--- config.mk ---
export PLATFORM = sky130hd
export DESIGN_NAME = sm_mult_seq
export DESIGN_NICKNAME = d
export VERILOG_FILES = /design/src/rtl/sm_fixed_pkg.sv /design/src/rtl/sm_round_sat.sv /design/src/rtl/sm_mult_seq.sv
export SDC_FILE = /design/constraint.sdc
export NUM_CORES = 1
export LEC_CHECK = 0
export ABC_CLOCK_PERIOD_IN_PS = 6830
export CAP_MARGIN = 20
export CORE_ASPECT_RATIO = 0.6
export CORE_MARGIN = 3
export CORE_UTILIZATION = 33
export DETAILED_ROUTE_END_ITERATION = 6
export PLACE_DENSITY = 0.5
export SLEW_MARGIN = 20
export SYNTH_ARGS = -nofsm -noshare
export SYNTH_HDL_FRONTEND = slang
export SYNTH_SLANG_ARGS = --single-unit
--- constraint.sdc ---
create_clock -name clk -period 6.83 [get_ports clk]
set_input_delay 1.366 -clock clk [delete_from_list [all_inputs] [get_ports clk]]
set_output_delay 1.366 -clock clk [all_outputs]
set_load 0.01 [all_outputs]
--- src/rtl/sm_fixed_pkg.sv ---
`default_nettype none
// ============================================================================
//  Module      : sm_fixed_pkg
//  Description : Shared definitions for the sign-magnitude fixed-point blocks.
//                Holds the default word/fraction widths used across the
//                filter blocks and the sequential-multiplier state type.
//  Revision    : 1.0  initial release
// ============================================================================
package sm_fixed_pkg;

    // Default fixed-point format: 1 sign bit, 15 magnitude bits, 8 of them
    // fractional.
    localparam int SM_WIDTH_DEF = 16;
    localparam int SM_FRAC_DEF  = 8;

    typedef enum logic [1:0] {
        ST_IDLE = 2'd0,
        ST_CALC = 2'd1,
        ST_DONE = 2'd2
    } sm_state_t;

endpackage : sm_fixed_pkg
`default_nettype wire

--- src/rtl/sm_round_sat.sv ---
`default_nettype none
// ============================================================================
//  Module      : sm_round_sat
//  Description : Combinational post-processing for the sign-magnitude
//                multiplier. Takes the sign and the full 2*(WIDTH-1)-bit
//                product magnitude, optionally rounds, drops FRAC fraction
//                bits, saturates to the WIDTH-1 magnitude range, removes
//                negative zero and packs {sign, magnitude}.
//  Config      : SM_MULT_ROUND_EN defined   -> round half away from zero
//                SM_MULT_ROUND_EN undefined -> truncate
//  Ports       : i_sign   product sign (xor of operand signs)
//                i_prod   full product magnitude
//                o_result packed sign-magnitude result
//                o_ovf    1 when the magnitude was saturated
//  Revision    : 1.0  initial release
// ============================================================================
module sm_round_sat
    import sm_fixed_pkg::*;
#(
    parameter int WIDTH = SM_WIDTH_DEF,
    parameter int FRAC  = SM_FRAC_DEF
) (
    input  logic                       i_sign,
    input  logic [2*(WIDTH-1)-1:0]     i_prod,
    output logic [WIDTH-1:0]           o_result,
    output logic                       o_ovf
);

    localparam int c_MAG_W  = WIDTH - 1;
    localparam int c_PROD_W = 2 * c_MAG_W;

    // One extra bit so the rounding increment can never wrap.
    logic [c_PROD_W:0]  w_sum;
    logic [c_PROD_W:0]  w_shifted;
    logic [c_MAG_W-1:0] w_mag;
    logic               w_ovf;
    logic               w_sign;

`ifdef SM_MULT_ROUND_EN
    // Half an output LSB; adding it to a magnitude before truncation rounds
    // half away from zero in sign-magnitude.
    localparam logic [c_PROD_W:0] c_HALF = {{c_PROD_W{1'b0}}, 1'b1} << (FRAC - 1);
    assign w_sum = {1'b0, i_prod} + c_HALF;
`else
    assign w_sum = {1'b0, i_prod};
`endif

    assign w_shifted = w_sum >> FRAC;

    // Anything left above the magnitude field means the result cannot be
    // represented.
    assign w_ovf  = |w_shifted[c_PROD_W:c_MAG_W];
    assign w_mag  = w_ovf ? {c_MAG_W{1'b1}} : w_shifted[c_MAG_W-1:0];

    // A zero magnitude is always reported as +0.
    assign w_sign = i_sign & (|w_mag);

    assign o_result = {w_sign, w_mag};
    assign o_ovf    = w_ovf;

endmodule : sm_round_sat
`default_nettype wire

--- src/rtl/sm_mult_seq.sv ---
`default_nettype none
// ============================================================================
//  Module      : sm_mult_seq
//  Description : Sequential sign-magnitude fixed-point multiplier. Accepts an
//                operand pair in IDLE, performs one shift-add step per cycle
//                over the WIDTH-1 magnitude bits of in_b (LSB first), then
//                presents a rounded/truncated, saturated result in DONE until
//                the consumer takes it.
//  Config      : SM_MULT_ROUND_EN selects rounding (see sm_round_sat).
//  Ports       : clk, rst_n         clock, async active-low reset
//                in_valid/in_ready  operand handshake (ready only in IDLE)
//                in_a, in_b         sign-magnitude operands
//                out_valid/out_ready result handshake
//                out_result, out_ovf product and saturation flag
//  Revision    : 1.0  initial release
// ============================================================================
module sm_mult_seq
    import sm_fixed_pkg::*;
#(
    parameter int WIDTH = SM_WIDTH_DEF,
    parameter int FRAC  = SM_FRAC_DEF
) (
    input  logic             clk,
    input  logic             rst_n,
    input  logic             in_valid,
    output logic             in_ready,
    input  logic [WIDTH-1:0] in_a,
    input  logic [WIDTH-1:0] in_b,
    output logic             out_valid,
    input  logic             out_ready,
    output logic [WIDTH-1:0] out_result,
    output logic             out_ovf
);

    localparam int c_MAG_W  = WIDTH - 1;
    localparam int c_PROD_W = 2 * c_MAG_W;
    localparam int c_CNT_W  = $clog2(c_MAG_W + 1);
    localparam logic [c_CNT_W-1:0] c_LAST = c_CNT_W'(c_MAG_W - 1);

    sm_state_t             r_state;
    sm_state_t             w_state_nxt;

    logic [c_PROD_W-1:0]   r_acc;
    logic [c_PROD_W-1:0]   r_mcand;
    logic [c_MAG_W-1:0]    r_mplier;
    logic [c_CNT_W-1:0]    r_cnt;
    logic                  r_sign;
    logic [WIDTH-1:0]      r_result;
    logic                  r_ovf;

    logic                  w_accept;
    logic                  w_last;
    logic                  w_release;
    logic [c_PROD_W-1:0]   w_acc_nxt;
    logic [WIDTH-1:0]      w_rs_result;
    logic                  w_rs_ovf;

    assign w_accept  = (r_state == ST_IDLE) & in_valid;
    assign w_last    = (r_state == ST_CALC) & (r_cnt == c_LAST);
    assign w_release = (r_state == ST_DONE) & out_ready;

    // Accumulator value after the current step; on the last step this is the
    // complete product, which is why the result is formed from it directly.
    assign w_acc_nxt = r_acc + (r_mplier[0] ? r_mcand : {c_PROD_W{1'b0}});

    // ------------------------------------------------------------------
    // FSM: state register
    // ------------------------------------------------------------------
    always_ff @(posedge clk or negedge rst_n) begin
        if (!rst_n) begin
            r_state <= ST_IDLE;
        end else begin
            r_state <= w_state_nxt;
        end
    end

    // ------------------------------------------------------------------
    // FSM: next-state logic
    // ------------------------------------------------------------------
    always_comb begin
        w_state_nxt = r_state;
        case (r_state)
            ST_IDLE: if (w_accept)  w_state_nxt = ST_CALC;
            ST_CALC: if (w_last)    w_state_nxt = ST_DONE;
            ST_DONE: if (w_release) w_state_nxt = ST_IDLE;
            default:                w_state_nxt = ST_IDLE;
        endcase
    end

    // ------------------------------------------------------------------
    // FSM: outputs
    // ------------------------------------------------------------------
    always_comb begin
        in_ready  = 1'b0;
        out_valid = 1'b0;
        case (r_state)
            ST_IDLE: in_ready  = 1'b1;
            ST_DONE: out_valid = 1'b1;
            default: ;
        endcase
    end

    // ------------------------------------------------------------------
    // Shift-add datapath
    // ------------------------------------------------------------------
    always_ff @(posedge clk or negedge rst_n) begin
        if (!rst_n) begin
            r_acc    <= '0;
            r_mcand  <= '0;
            r_mplier <= '0;
            r_cnt    <= '0;
            r_sign   <= 1'b0;
            r_result <= '0;
            r_ovf    <= 1'b0;
        end else if (w_accept) begin
            r_acc    <= '0;
            r_mcand  <= {{c_MAG_W{1'b0}}, in_a[c_MAG_W-1:0]};
            r_mplier <= in_b[c_MAG_W-1:0];
            r_cnt    <= '0;
            r_sign   <= in_a[WIDTH-1] ^ in_b[WIDTH-1];
        end else if (r_state == ST_CALC) begin
            r_acc    <= w_acc_nxt;
            r_mcand  <= r_mcand << 1;
            r_mplier <= r_mplier >> 1;
            r_cnt    <= r_cnt + 1'b1;
            if (w_last) begin
                r_result <= w_rs_result;
                r_ovf    <= w_rs_ovf;
            end
        end
    end

    sm_round_sat #(
        .WIDTH (WIDTH),
        .FRAC  (FRAC)
    ) u_round_sat (
        .i_sign   (r_sign),
        .i_prod   (w_acc_nxt),
        .o_result (w_rs_result),
        .o_ovf    (w_rs_ovf)
    );

    assign out_result = r_result;
    assign out_ovf    = r_ovf;

endmodule : sm_mult_seq
`default_nettype wire

=== After elaboration in Yosys (flattened, before gate mapping) ===
Index checks and enable logic that the tools add are counted.

* Shift-type cells: 0
* Multiplexer cells: 16
* Equality and inequality tests: 6
* Bitwise gates (word level): 6
* Divide/modulo/power cells: 0
* Reduce and logical (&&, ||, !) cells: 6
* Magnitude comparators: 0
* Multiply operators: 0
* Add/sub/neg operators: 2

{| class="wikitable"
|+ Operators with widths
! cell !! count
|-
| 2-to-1 mux 30 bit || 5
|-
| 2-to-1 mux 15 bit || 3
|-
| adder 30 bit || 1
|-
| OR reduction 15 bit || 1
|-
| 2-to-1 mux 4 bit || 2
|-
| OR reduction 7 bit || 1
|-
| 2-to-1 mux 2 bit || 3
|-
| != test 2 bit (second input constant) || 3
|-
| one-hot mux 2 bit (3 select lines) || 1
|-
| AND reduction 3 bit || 2
|-
| adder 4 x 1 -> 4 bit (second input constant) || 1
|-
| AND 1 bit || 4
|-
| == test 4 bit (second input constant) || 1
|-
| == test 2 x 1 -> 1 bit (second input constant) || 1
|-
| == test 2 bit (second input constant) || 1
|-
| zero test 2 bit || 1
|-
| 2-to-1 mux 1 bit || 2
|-
| nonzero test 2 bit || 1
|-
| inverter 1 bit || 1
|-
| XOR 1 bit || 1
|}

* Input bits: 36
* Memories: 0
* Bits in latches: 0
* Register bits: 99
* Word-level logic and storage cells: 44
* Memory bits (writable): 0
* Output and inout port bits: 19
* Bits in read-only memories: 0

=== Logic depth before layout (Yosys ltp) ===
* Depth after elaboration: 6
* Mapped depth: 16
* Gate-level depth less buffers: 13

=== Hierarchy ===
Synthesis repeated with hierarchy kept, for this count alone.

* Cells, all modules: 683
* Area total of the unflattened synthesis: 6034.5 µm²

{| class="wikitable"
|+ By module, submodules not included
! module !! area an instance (µm²) !! times used !! cells an instance !! sequential area each (µm²)
|-
| sm_mult_seq || 5859.4 || 1 || 657 || 2477.4
|-
| sm_round_sat || 175.2 || 1 || 26 || 0.0
|}

=== Worst setup path before layout ===
Ideal clock, no wire load.

* Kind: register -> register
* From: register r_mplier[0]
* To: register r_result[12], in the netlist out_result[12]
* Arrival time: 3328 ps
* Required time: 6700 ps
* Setup time: 130 ps
* Path slack: 3371 ps
* Path buffers: 3
* Period minus slack after synthesis: 3459 ps
* Cell stages (with the launch flop): 17
* Cell sequence: dfrtp_1 -> clkbuf_1 -> and2_1 -> ha_1 -> inv_1 -> fa_1 -> and2b_1 -> o2111ai_1 -> a211oi_1 -> o21ai_0 -> a21bo_2 -> o221ai_1 -> nor4bb_1 -> and4_1 -> buf_6 -> buf_12 -> a21oi_4

* Cells in the longest elaborated chain, start to end: 4

{| class="wikitable"
|+ RTL lines
! element !! RTL line !! text
|-
| from (decl) || sm_mult_seq.sv:45 || <nowiki>logic [c_MAG_W-1:0] r_mplier;</nowiki>
|-
| from (signal assigned) || sm_mult_seq.sv:118 || <nowiki>r_mplier <= in_b[c_MAG_W-1:0];</nowiki>
|-
| from (signal assigned) || sm_mult_seq.sv:124 || <nowiki>r_mplier <= r_mplier >> 1;</nowiki>
|-
| 2-to-1 mux 30 bit (*) || sm_mult_seq.sv:64 || <nowiki>assign w_acc_nxt = r_acc + (r_mplier[0] ? r_mcand : {c_PROD_W{1'b0}});</nowiki>
|-
| adder 30 bit (*) || sm_mult_seq.sv:64 ||
|-
| OR reduction 7 bit || sm_round_sat.sv:52 || <nowiki>assign w_ovf = |w_shifted[c_PROD_W:c_MAG_W];</nowiki>
|-
| 2-to-1 mux 15 bit (*) || sm_round_sat.sv:53 || <nowiki>assign w_mag = w_ovf ? {c_MAG_W{1'b1}} : w_shifted[c_MAG_W-1:0];</nowiki>
|-
| to (signal assigned) || sm_mult_seq.sv:127 || <nowiki>r_result <= w_rs_result;</nowiki>
|-
| to (decl) || sm_mult_seq.sv:48 || <nowiki>logic [WIDTH-1:0] r_result;</nowiki>
|}

Every way passes the cells marked *; elsewhere a longest branch is shown, timed or not.
A chain may end at the register's enable or synchronous reset.

=== Worst setup path after layout ===
* From: register r_mplier[0]
* To: register r_result[10], in the netlist out_result[10]

Same word-level chain as after synthesis.

==> qor.txt <==
most common cell in the netlist -> nand2_1
final worst path period need -> 4790 ps
H-tree depth -> 3
Place WS -> 1650 ps
Async SR Flop Fraction -> 100%
Hold Path Class -> reg2reg
syn_area_per_cell -> 8.71 um^2
Hold Path End -> r_mplier[5]
Gate Count Post-Synth -> 688
remaining antenna violation count -> 0
nets -> 783
HPWL Detailed -> 11.7 mm
prevailing post-synth register cell -> dfrtp_1
Setup violations, final -> 0
WP data arrival -> 5010 ps
# hold bufs at CTS -> 0
Max Slew Vio Count -> 0
Startpoint Class -> register
synth top area cells -> dfrtp_1, nand2_1, ha_1
peak supply drop -> 0.000147 V
depth of the worst hold-timing path -> 2
register bit count reported by yosys -> 99
worst hold margin -> 479 ps
Post-synth EDFFs -> 0
Max Fclk -> 209 MHz
cell row count -> 37
Skew-Pair Late Insertion Delay -> 350 ps
PortBufs -> 54
Synth cell types -> 62
WP data required -> 7050 ps
YS warnings -> 0
vias -> 5048
Initial DRC Count -> 306
Post-Syn Area -> 5990 um^2
WS Path Type -> reg2reg
Worst Max-Slew Pin Slew -> 898 ps
clock sinks -> 99
Worst Setup End Kind -> register
total iterations of the first detailed-routing run -> 5
Vias/cell -> 5.29
CP Max Fanout -> 31
Synth Net Count -> 756
max cap viols -> 0
routability congestion estimate from global placement -> 0.879
top-level I/O count -> 55
Remaining DRCs -> 0
Die Span Y -> 110 um
vias in the first global route -> 5033
Fin Clk Skew -> 8.57 ps
final wirelength -> 16.2 mm
Hold Vio Cnt, Final -> 0
overall power -> 3210 uW
clk root buf -> clkbuf_16
CTS buffer count -> 9
Resized cells post-CTS -> 0
P&R area growth vs syn -> 16.9%
sequential fraction of the synthesis area -> 41.4%
largest net degree at the start of global routing -> 67
hold path start -> r_mplier[5]
Cell Pwr Density -> 459 nW/um^2
reg-to-reg endpoint -> out_result[10]
Diodes inserted -> 0
Reg2Reg Setup Slack -> 2040 ps
antenna violations before repair -> 0
cell count of the worst reg-to-reg path -> 14
total global routing overflow -> 0
Final period util -> 70.1%
CTS tree -> built
post-route worst setup slack -> 2040 ps
Setup TNS Final -> 0 ps
Core Footprint -> 17500 um^2
reg2reg start -> r_mplier[0]
Synth top area share -> 41.4%
Starting Density -> 34.3%
layout cell share with drive strength beyond 1 -> 6.25%
Clock Path Buffers -> 2
clk slew on worst S/H paths -> 70 ps
GRT Total Usage -> 16.9%
leak pwr -> 0.00307 uW
status -> finished, final reports clean
first-pass GRT wire length -> 26.9 mm
RSZ-0062 raised after global routing -> false
post-CTS setup repair buffer count -> 0
Post-synth top cells -> nand2_1, dfrtp_1, o21ai_0, a21oi_1, clkbuf_1
die width -> 180 um
Slew headroom -> 40.0%
DIE AREA -> 19900 um^2
drt wl/cell -> 17.0 um
cell accounting for the most synthesized area -> dfrtp_1
## placed cells by master, fill, tap and decap left out, drive strengths merged, types with 3 or more instances in the layout
cell type	instances
xor2	11
or2	3
nand2	143
a211o	6
nor3	4
or3	3
o21a	3
a21o	7
clkbuf	10
nand4	11
nor2	34
and3	6
nand2b	6
ha	31
dfrtp	99
a31oi	3
clkinv	3
xnor2	13
inv	12
o21bai	4
buf	9
a21oi	50
mux2i	3
o211ai	3
and2	29
a22oi	29
o21ai	65
nand3	30
clkdlybuf4s50	53
## power by group
part           total [uW]  internal [uW]  switching (uW)
sequential           1050            851             197
clock                 520            285             235
combinational        1640            643             999
total                3210           1780            1430
## metrics by stage
step	area, um^2	instances	utilization (%)
after floorplan	5990	688	-
after global placement	6680	937	38.3
after detailed placement	6680	937	38.3
after CTS	6970	953	40.0
after global routing	7000	954	40.1
final	7000	954	40.1
## sequential cells by signal, indices dropped and copies added, names as in the netlist
| signal | flops |
|---|---|
| r_mcand | 30 |
| r_sign | 1 |
| out_result | 16 |
| r_mplier | 15 |
| r_state | 2 |
| r_cnt | 4 |
| out_ovf | 1 |
| r_acc | 30 |
## per-layer routing
layer | GRT usage, % | vias up | wire length [um]
li1 | - | 2484 | -
met1 | 26.3 | 2436 | 8790
met2 | 24.3 | 116 | 6540
met3 | 3.11 | 12 | 725
met4 | 3.42 | 0 | 143
met5 | 0 | - | 0
## worst max-delay path by stage
stage,startpoint,to,cells after the start
2_1_floorplan,r_mplier[0],out_result[12],16
3_3_place_gp,r_mplier[0],out_result[10],14
3_5_place_dp,r_mplier[0],out_result[10],14
4_1_cts,r_mplier[0],out_result[10],14
5_1_grt,r_mplier[0],out_result[10],14
6_report,r_mplier[0],out_result[10],14
## area by class of cell
cell class,count,area (um^2)
timing repair buffer,62,618
clock inverter,6,65.1
inverter,11,41.3
fill,1748,10500
clock buffer,10,229
multi-input combinational,532,3280
sequential,99,2480
tap,234,293
## cell families (layout without fill, tap and decap cells)
logic type               Yosys count  after routing  share of synthesized area, %
multiplexers                       3              3                         0.501
buffers and inverters             57             89                          4.22
flip-flops                        99             99                          41.4
XOR/XNOR                          24             24                          3.51
AO/OA/AOI/OAI                    194            194                          22.2
AND/OR/NAND/NOR                  279            279                          21.4
adder cells (fa/ha/maj)           32             32                          6.81
## worst max-delay path: stages (launching register included)
cell and delay [ps]:
dfrtp_1 900, and2_1 240, ha_1 190, inv_1 60
fa_1 400, and2b_1 230, o2111ai_1 190, a211oi_1 470
o21ai_0 220, a21bo_2 260, o221ai_1 250, nor4bb_1 240
and4_2 720, buf_4 230, a21oi_4 40
Note: power is estimated with default switching activity, not from simulation.
